**config.mk**
```make
export PLATFORM = sky130hd
export DESIGN_NAME = btn_debounce_reader
export DESIGN_NICKNAME = d
export VERILOG_FILES = /design/src/rtl/btn_debounce_reader.sv
export SDC_FILE = /design/constraint.sdc
export NUM_CORES = 1
export LEC_CHECK = 0
export CORE_MARGIN = 5
export CORE_UTILIZATION = 35
export CTS_CLUSTER_SIZE = 8
export DETAILED_ROUTE_END_ITERATION = 6
export HOLD_SLACK_MARGIN = 0.12
export PLACE_DENSITY_LB_ADDON = 0.15
export SETUP_SLACK_MARGIN = 0.4
export SLEW_MARGIN = 20
export SYNTH_ARGS = -nofsm -noshare
export SYNTH_HDL_FRONTEND = slang
export SYNTH_SLANG_ARGS = --single-unit
```
**constraint.sdc**
```tcl
create_clock -name clk -period 4.6 [get_ports clk]
set_input_delay 1.15 -clock clk [delete_from_list [all_inputs] [get_ports clk]]
set_output_delay 1.15 -clock clk [all_outputs]
set_load 0.005 [all_outputs]
```
**src/rtl/btn_debounce_reader.sv**
```systemverilog
// Push-button front end: 2-FF synchroniser, per-channel debounce, press/release
// strobes and, when BTN_REPEAT_EN is defined, hold-to-auto-repeat strobes.
// Without BTN_REPEAT_EN no hold logic is built and btn_repeat is tied to 0.
module btn_debounce_reader #(
    parameter int unsigned N_BTN            = 3,
    parameter bit          ACTIVE_LOW       = 1'b1,
    parameter int unsigned DEBOUNCE_CYC     = 270000,
    parameter int unsigned REPEAT_DELAY_CYC = 13500000,
    parameter int unsigned REPEAT_RATE_CYC  = 2700000
) (
    input  logic             clk,
    input  logic             rst_n,
    input  logic [N_BTN-1:0] btn_raw,
    output logic [N_BTN-1:0] btn_level,
    output logic [N_BTN-1:0] btn_press,
    output logic [N_BTN-1:0] btn_release,
    output logic [N_BTN-1:0] btn_repeat
);

    localparam int unsigned CNT_W = $clog2(DEBOUNCE_CYC);
    localparam logic [CNT_W-1:0] CNT_LAST = CNT_W'(DEBOUNCE_CYC - 1);
    localparam logic [N_BTN-1:0] PIN_IDLE = {N_BTN{ACTIVE_LOW}};

    // Elaboration-time parameter sanity
    if (DEBOUNCE_CYC < 2) begin : g_bad_debounce
        $error("DEBOUNCE_CYC must be at least 2");
    end
    if (REPEAT_DELAY_CYC < 2 || REPEAT_RATE_CYC < 2) begin : g_bad_repeat
        $error("REPEAT_DELAY_CYC and REPEAT_RATE_CYC must be at least 2");
    end

    logic [N_BTN-1:0] s0_q;
    logic [N_BTN-1:0] s1_q;
    logic [N_BTN-1:0] sample;
    logic [CNT_W-1:0] cnt_q [N_BTN];
    logic [CNT_W-1:0] cnt_d [N_BTN];
    logic [N_BTN-1:0] level_q;
    logic [N_BTN-1:0] level_d;
    logic [N_BTN-1:0] press_q;
    logic [N_BTN-1:0] press_d;
    logic [N_BTN-1:0] release_q;
    logic [N_BTN-1:0] release_d;

    // Normalise polarity so sample=1 always means pressed
    assign sample = ACTIVE_LOW ? ~s1_q : s1_q;

    // Debounce: accept a new level on the DEBOUNCE_CYC-th consecutive differing sample
    always_comb begin
        level_d   = level_q;
        cnt_d     = cnt_q;
        press_d   = '0;
        release_d = '0;
        for (int i = 0; i < int'(N_BTN); i++) begin
            if (sample[i] == level_q[i]) begin
                cnt_d[i] = '0;
            end else if (cnt_q[i] == CNT_LAST) begin
                level_d[i]   = sample[i];
                cnt_d[i]     = '0;
                press_d[i]   = sample[i];
                release_d[i] = ~sample[i];
            end else begin
                cnt_d[i] = cnt_q[i] + CNT_W'(1);
            end
        end
    end

    // Synchroniser and debounce registers
    always_ff @(posedge clk) begin
        if (!rst_n) begin
            s0_q      <= PIN_IDLE;
            s1_q      <= PIN_IDLE;
            cnt_q     <= '{default: '0};
            level_q   <= '0;
            press_q   <= '0;
            release_q <= '0;
        end else begin
            s0_q      <= btn_raw;
            s1_q      <= s0_q;
            cnt_q     <= cnt_d;
            level_q   <= level_d;
            press_q   <= press_d;
            release_q <= release_d;
        end
    end

    assign btn_level   = level_q;
    assign btn_press   = press_q;
    assign btn_release = release_q;

`ifdef BTN_REPEAT_EN
    localparam int unsigned HOLD_MAX = (REPEAT_DELAY_CYC > REPEAT_RATE_CYC) ?
                                       REPEAT_DELAY_CYC : REPEAT_RATE_CYC;
    localparam int unsigned HOLD_W = $clog2(HOLD_MAX);
    localparam logic [HOLD_W-1:0] DELAY_LAST = HOLD_W'(REPEAT_DELAY_CYC - 1);
    localparam logic [HOLD_W-1:0] RATE_LAST  = HOLD_W'(REPEAT_RATE_CYC - 1);

    localparam logic [1:0] HS_IDLE  = 2'd0;
    localparam logic [1:0] HS_DELAY = 2'd1;
    localparam logic [1:0] HS_RATE  = 2'd2;

    logic [1:0]        hs_q [N_BTN];
    logic [1:0]        hs_d [N_BTN];
    logic [HOLD_W-1:0] hc_q [N_BTN];
    logic [HOLD_W-1:0] hc_d [N_BTN];
    logic [N_BTN-1:0]  repeat_q;
    logic [N_BTN-1:0]  repeat_d;

    // Hold FSM next state: arm on press, first repeat after delay, then at rate
    always_comb begin
        hs_d     = hs_q;
        hc_d     = hc_q;
        repeat_d = '0;
        for (int i = 0; i < int'(N_BTN); i++) begin
            if (!level_d[i]) begin
                hs_d[i] = HS_IDLE;
                hc_d[i] = '0;
            end else begin
                case (hs_q[i])
                    HS_IDLE: begin
                        if (press_d[i]) begin
                            hs_d[i] = HS_DELAY;
                            hc_d[i] = '0;
                        end
                    end
                    HS_DELAY: begin
                        if (hc_q[i] == DELAY_LAST) begin
                            repeat_d[i] = 1'b1;
                            hs_d[i]     = HS_RATE;
                            hc_d[i]     = '0;
                        end else begin
                            hc_d[i] = hc_q[i] + HOLD_W'(1);
                        end
                    end
                    HS_RATE: begin
                        if (hc_q[i] == RATE_LAST) begin
                            repeat_d[i] = 1'b1;
                            hc_d[i]     = '0;
                        end else begin
                            hc_d[i] = hc_q[i] + HOLD_W'(1);
                        end
                    end
                    default: begin
                        hs_d[i] = HS_IDLE;
                        hc_d[i] = '0;
                    end
                endcase
            end
        end
    end

    // Hold FSM state register
    always_ff @(posedge clk) begin
        if (!rst_n) begin
            hs_q     <= '{default: HS_IDLE};
            hc_q     <= '{default: '0};
            repeat_q <= '0;
        end else begin
            hs_q     <= hs_d;
            hc_q     <= hc_d;
            repeat_q <= repeat_d;
        end
    end

    assign btn_repeat = repeat_q;
`else
    assign btn_repeat = '0;
`endif

endmodule
```
; ---- Word-level counts from Yosys, hierarchy flattened
; Cells that the tools add are included.
[word_totals]
reg_bits = 72
input_bits = 5
word_cells = 43
[op_classes]
n_addsub = 3
n_eq_ne = 6
n_bitwise = 11
n_reduce_logical = 9
[op_table]
columns = op, count
row1 = "adder 19 x 1 -> 19 bit, second input constant", 3
row2 = "equality test 19 bit, second input constant", 3
row3 = OR reduction 3 bit, 6
row4 = NOT 1 bit, 10
row5 = AND reduction 2 bit, 3
row6 = equality test 1 bit, 3
row7 = NOT 3 bit, 1

; ---- Logic depth before layout (Yosys ltp)
[depth]
word_depth = 4
mapped_depth = 6
ltp_nobuf = 5

; ---- Worst setup path before layout
; Ideal clock, no wire load.
[synth_path]
path_kind = input to register
from = input rst_n
to = register cnt_q[51] in the netlist's numbering
arrival_time_ns = 1.925
t_required_ns = 4.535
path_slack_ns = 2.611
path_stages = 4
path_cell_list = buf_2 > o221ai_1 > buf_2 > nor2_1
[synth_via]
elab_chain_cells = 2
[synth_rtl]
columns = item, line
row1 = "start, declared", 12  ; input logic rst_n,
row2 = NOT 1 bit (no line), n/a
row3 = OR reduction 3 bit (no line), n/a
row4 = "end signal, assigned", 79  ; cnt_q <= cnt_d;
row5 = "end, declared", 35  ; logic [CNT_W-1:0] cnt_q [N_BTN];
; No other way between the ends.
; A chain may end at the register's enable or synchronous reset.

; ---- Worst setup path after layout
[layout_path]
from = input rst_n
to = register cnt_q[17] in the netlist's numbering
; The elaborated chain is that of the path after synthesis.

==> impl_metrics.json <==
{
  "status": "finished clean",
  "die-area_um2": 10800,
  "placedCellCount": 458,
  "drt-total-wl_um": 5790,
  "dieWidth_um": 104,
  "cts_tree": "built",
  "dr.pass1.iters": 4,
  "power_density_nw_per_um2": 304,
  "ys_ff_latch": 72,
  "core_area_um2": 8680,
  "final_cell_count_no_fill": 472,
  "drc": 0,
  "cp.required_ns": 4.88,
  "drv_slew": 0,
  "timing.final.crit_share_pct": 55.2,
  "start_kind": "input pin",
  "totalPowerFinal_uw": 1060,
  "clk_latency_ns": 0.34,
  "place.gp.congestion": 0.766,
  "antenna_found_initial": 0,
  "cts_made_buffers": 9,
  "cts_max_path_buffers": 2,
  "relSlewSlack_pct": 45.0,
  "worstSetupPathType": "in2reg",
  "start_util_pct": 35.7,
  "port_buffers": 13,
  "grt_first_pass_wirelength_um": 10200,
  "layout_setup_ws_ns": 2.06,
  "synthToLayoutAreaGrowth_pct": 12.2,
  "p_leak_uw": 0.00108,
  "cts_setup_buffers": 0,
  "fin_skew_ns": 0.0114,
  "cp_top_family": "compound AO/OA/AOI/OAI gates",
  "totalNegativeSetupSlack_ns": 0,
  "ir_worst_vdd_mv": 0.143,
  "netlist_area_um2": 3100,
  "hold_violations": 0,
  "cts_resized": 0,
  "crit_slowest_cell": "clkdlybuf4s50_1",
  "diodes": 0,
  "clk_pin_slew_ns": 0.07,
  "grt_max_degree": 20,
  "drive_above_1_share_pct": 6.87,
  "num_rows": 34,
  "finalSetupViolCount": 0,
  "cts-root-buf": "clkbuf_8",
  "rsz0062_at_grt": "no",
  "arrival_ns": 2.81,
  "synth_area_per_cell_um2": 8.99,
  "top_usage_layer": "met2",
  "final_nets": 369,
  "cpPeakStageDelay_ns": 0.82,
  "holdCritPathClass": "reg2reg",
  "fillers": 906,
  "grt_util_met2_pct": 16.3,
  "fmax_mhz": 394,
  "met1_usage_pct": 15.5,
  "vias_per_cell": 4.97,
  "htree_num_levels": 3,
  "grt_pass1_vias": 2158,
  "dp_hpwl_um": 4030,
  "globalRoute.totalOverflow": 0,
  "yosysSeqAreaShare_pct": 46.5,
  "preCtsSetupSlack_ns": 1.68,
  "vias": 2348,
  "hold_path_depth": 1,
  "worstPathMaxFanout": 19,
  "yosysWarnings": 0,
  "ctsHoldBuffers": 0,
  "drtIter0Drc": 53,
  "track_usage_pct": 11.3,
  "cts.sink_count": 72,
  "fin_crit_ns": 2.54,
  "r2r_cells": 4,
  "die_h_um": 104,
  "tightest_slew_ns": 0.825,
  "synth_cell_types": 36,
  "path_depth": 3,
  "cp-end-kind": "flop",
  "synthCells": 345,
  "holdWs_ns": 0.405,
  "crit_buf_inv": 1,
  "ant_nets": 0,
  "drt-wirelength-per-cell_um": 12.3,
  "cp_cell_sequence": "clkdlybuf4s50_1, o221ai_2, o21ba_2",
  "drv_cap": 0,
  "met3_usage_pct": 4.59,
  "num_io_pins": 17
}
through the flow:
stage	utilization, %	area, µm²
2_1_floorplan	-	3110
3_3_place_gp	38.2	3320
3_5_place_dp	38.2	3320
4_1_cts	40.1	3480
5_1_grt	40.1	3480
6_report	40.1	3480
path summary, 6_finish.rpt:
path	startpoint	endpoint	slack (ns)
setup / recovery	rst_n	cnt_q[17]$_SDFF_PP0_	2.06
hold reg to reg	s0_q[1]$_SDFF_PN1_	s1_q[1]$_SDFF_PN1_	0.41
setup reg to reg	cnt_q[35]$_SDFF_PP0_	cnt_q[35]$_SDFF_PP0_	2.47
hold / removal	s0_q[1]$_SDFF_PN1_	s1_q[1]$_SDFF_PN1_	0.41
cell usage after synthesis:
master | count | share of area [%]
nand2b_1 | 6 | 1.2
nor3_1 | 9 | 1.5
o21ai_4 | 1 | 0.52
a31o_2 | 1 | 0.28
and4_1 | 9 | 2.5
or4bb_1 | 1 | 0.36
ha_1 | 3 | 1.2
nand4_1 | 22 | 4.4
buf_6 | 1 | 0.36
buf_2 | 2 | 0.32
nand2_1 | 12 | 1.5
clkbuf_1 | 5 | 0.61
a21oi_1 | 5 | 0.81
o21ai_0 | 5 | 0.81
o21a_1 | 2 | 0.48
nand3_1 | 24 | 3.9
o221ai_1 | 2 | 0.56
or4_4 | 1 | 0.36
or4_1 | 3 | 0.73
or2_2 | 2 | 0.40
dfxtp_1 | 72 | 46
conb_1 | 1 | 0.12
nor4_1 | 12 | 2.4
nor2_1 | 61 | 7.4
o21ba_2 | 4 | 1.3
and2_1 | 4 | 0.81
o221ai_2 | 1 | 0.48
or3_1 | 3 | 0.61
o31ai_1 | 2 | 0.48
xnor2_1 | 25 | 7.1
xor2_1 | 19 | 5.4
nor4b_1 | 1 | 0.28
and3_1 | 12 | 2.4
inv_1 | 8 | 0.97
nor4bb_1 | 1 | 0.32
buf_4 | 3 | 0.73
per-layer routing:
metal | vias to the layer above | part of all wire, %
li1 | 1246 | -
met5 | - | 0
met1 | 1064 | 53
met4 | 0 | 1.1
met3 | 6 | 3.9
met2 | 32 | 42
logic make-up (layout without fill, tap and decap cells):
| kind of cell | Yosys count | count (layout) | share of synthesized area, % |
|---|---|---|---|
| fa+ha+maj | 3 | 3 | 1.21 |
| simple gates | 183 | 183 | 31.1 |
| xor+xnor | 44 | 44 | 12.4 |
| buf+inv | 19 | 36 | 2.99 |
| other cells | 1 | 3 | 0.121 |
| flops | 72 | 72 | 46.5 |
| compound gates | 23 | 23 | 5.73 |
registers in the layout, summed over array words and instances (netlist names):
signal and flops:
btn_level 3, btn_press 3, btn_release 3, cnt_q 57
s0_q 3, s1_q 3
worst reg2reg max path, cell delays in order, from the launching register on:
cell and delay, ns:
dfxtp_1 0.34, or4_1 0.53, or4_4 0.57, o21ai_4 0.43, nor2_1 0.13
final cells by class:
type	instances	area (µm²)	share of cell area, %
clock buffer	10	138	3.96
timing repair buffer	14	138	3.96
sequential	72	1440	41.4
clock inverter	4	22.5	0.647
multi-input combinational	256	1580	45.3
tap	108	135	3.88
inverter	8	30.0	0.863
layout by cell type, fill, tap and decap left out, types with 4 or more instances in the layout:
cell type / instances
a21oi_1: 5
and2_1: 4
and3_1: 12
and4_1: 9
clkbuf_8: 10
clkdlybuf4s50_1: 13
dfxtp_1: 72
inv_1: 8
nand2_1: 12
nand2b_1: 6
nand3_1: 24
nand4_1: 22
nor2_1: 61
nor3_1: 9
nor4_1: 12
o21ai_0: 5
o21ba_2: 4
xnor2_1: 25
xor2_1: 19
power breakdown:
part	internal, µW	total [µW]	switching (µW)
sequential	626	628	1.68
combinational	6.71	15.6	8.84
clock	201	415	214
Power figures use the tool's default switching activity.
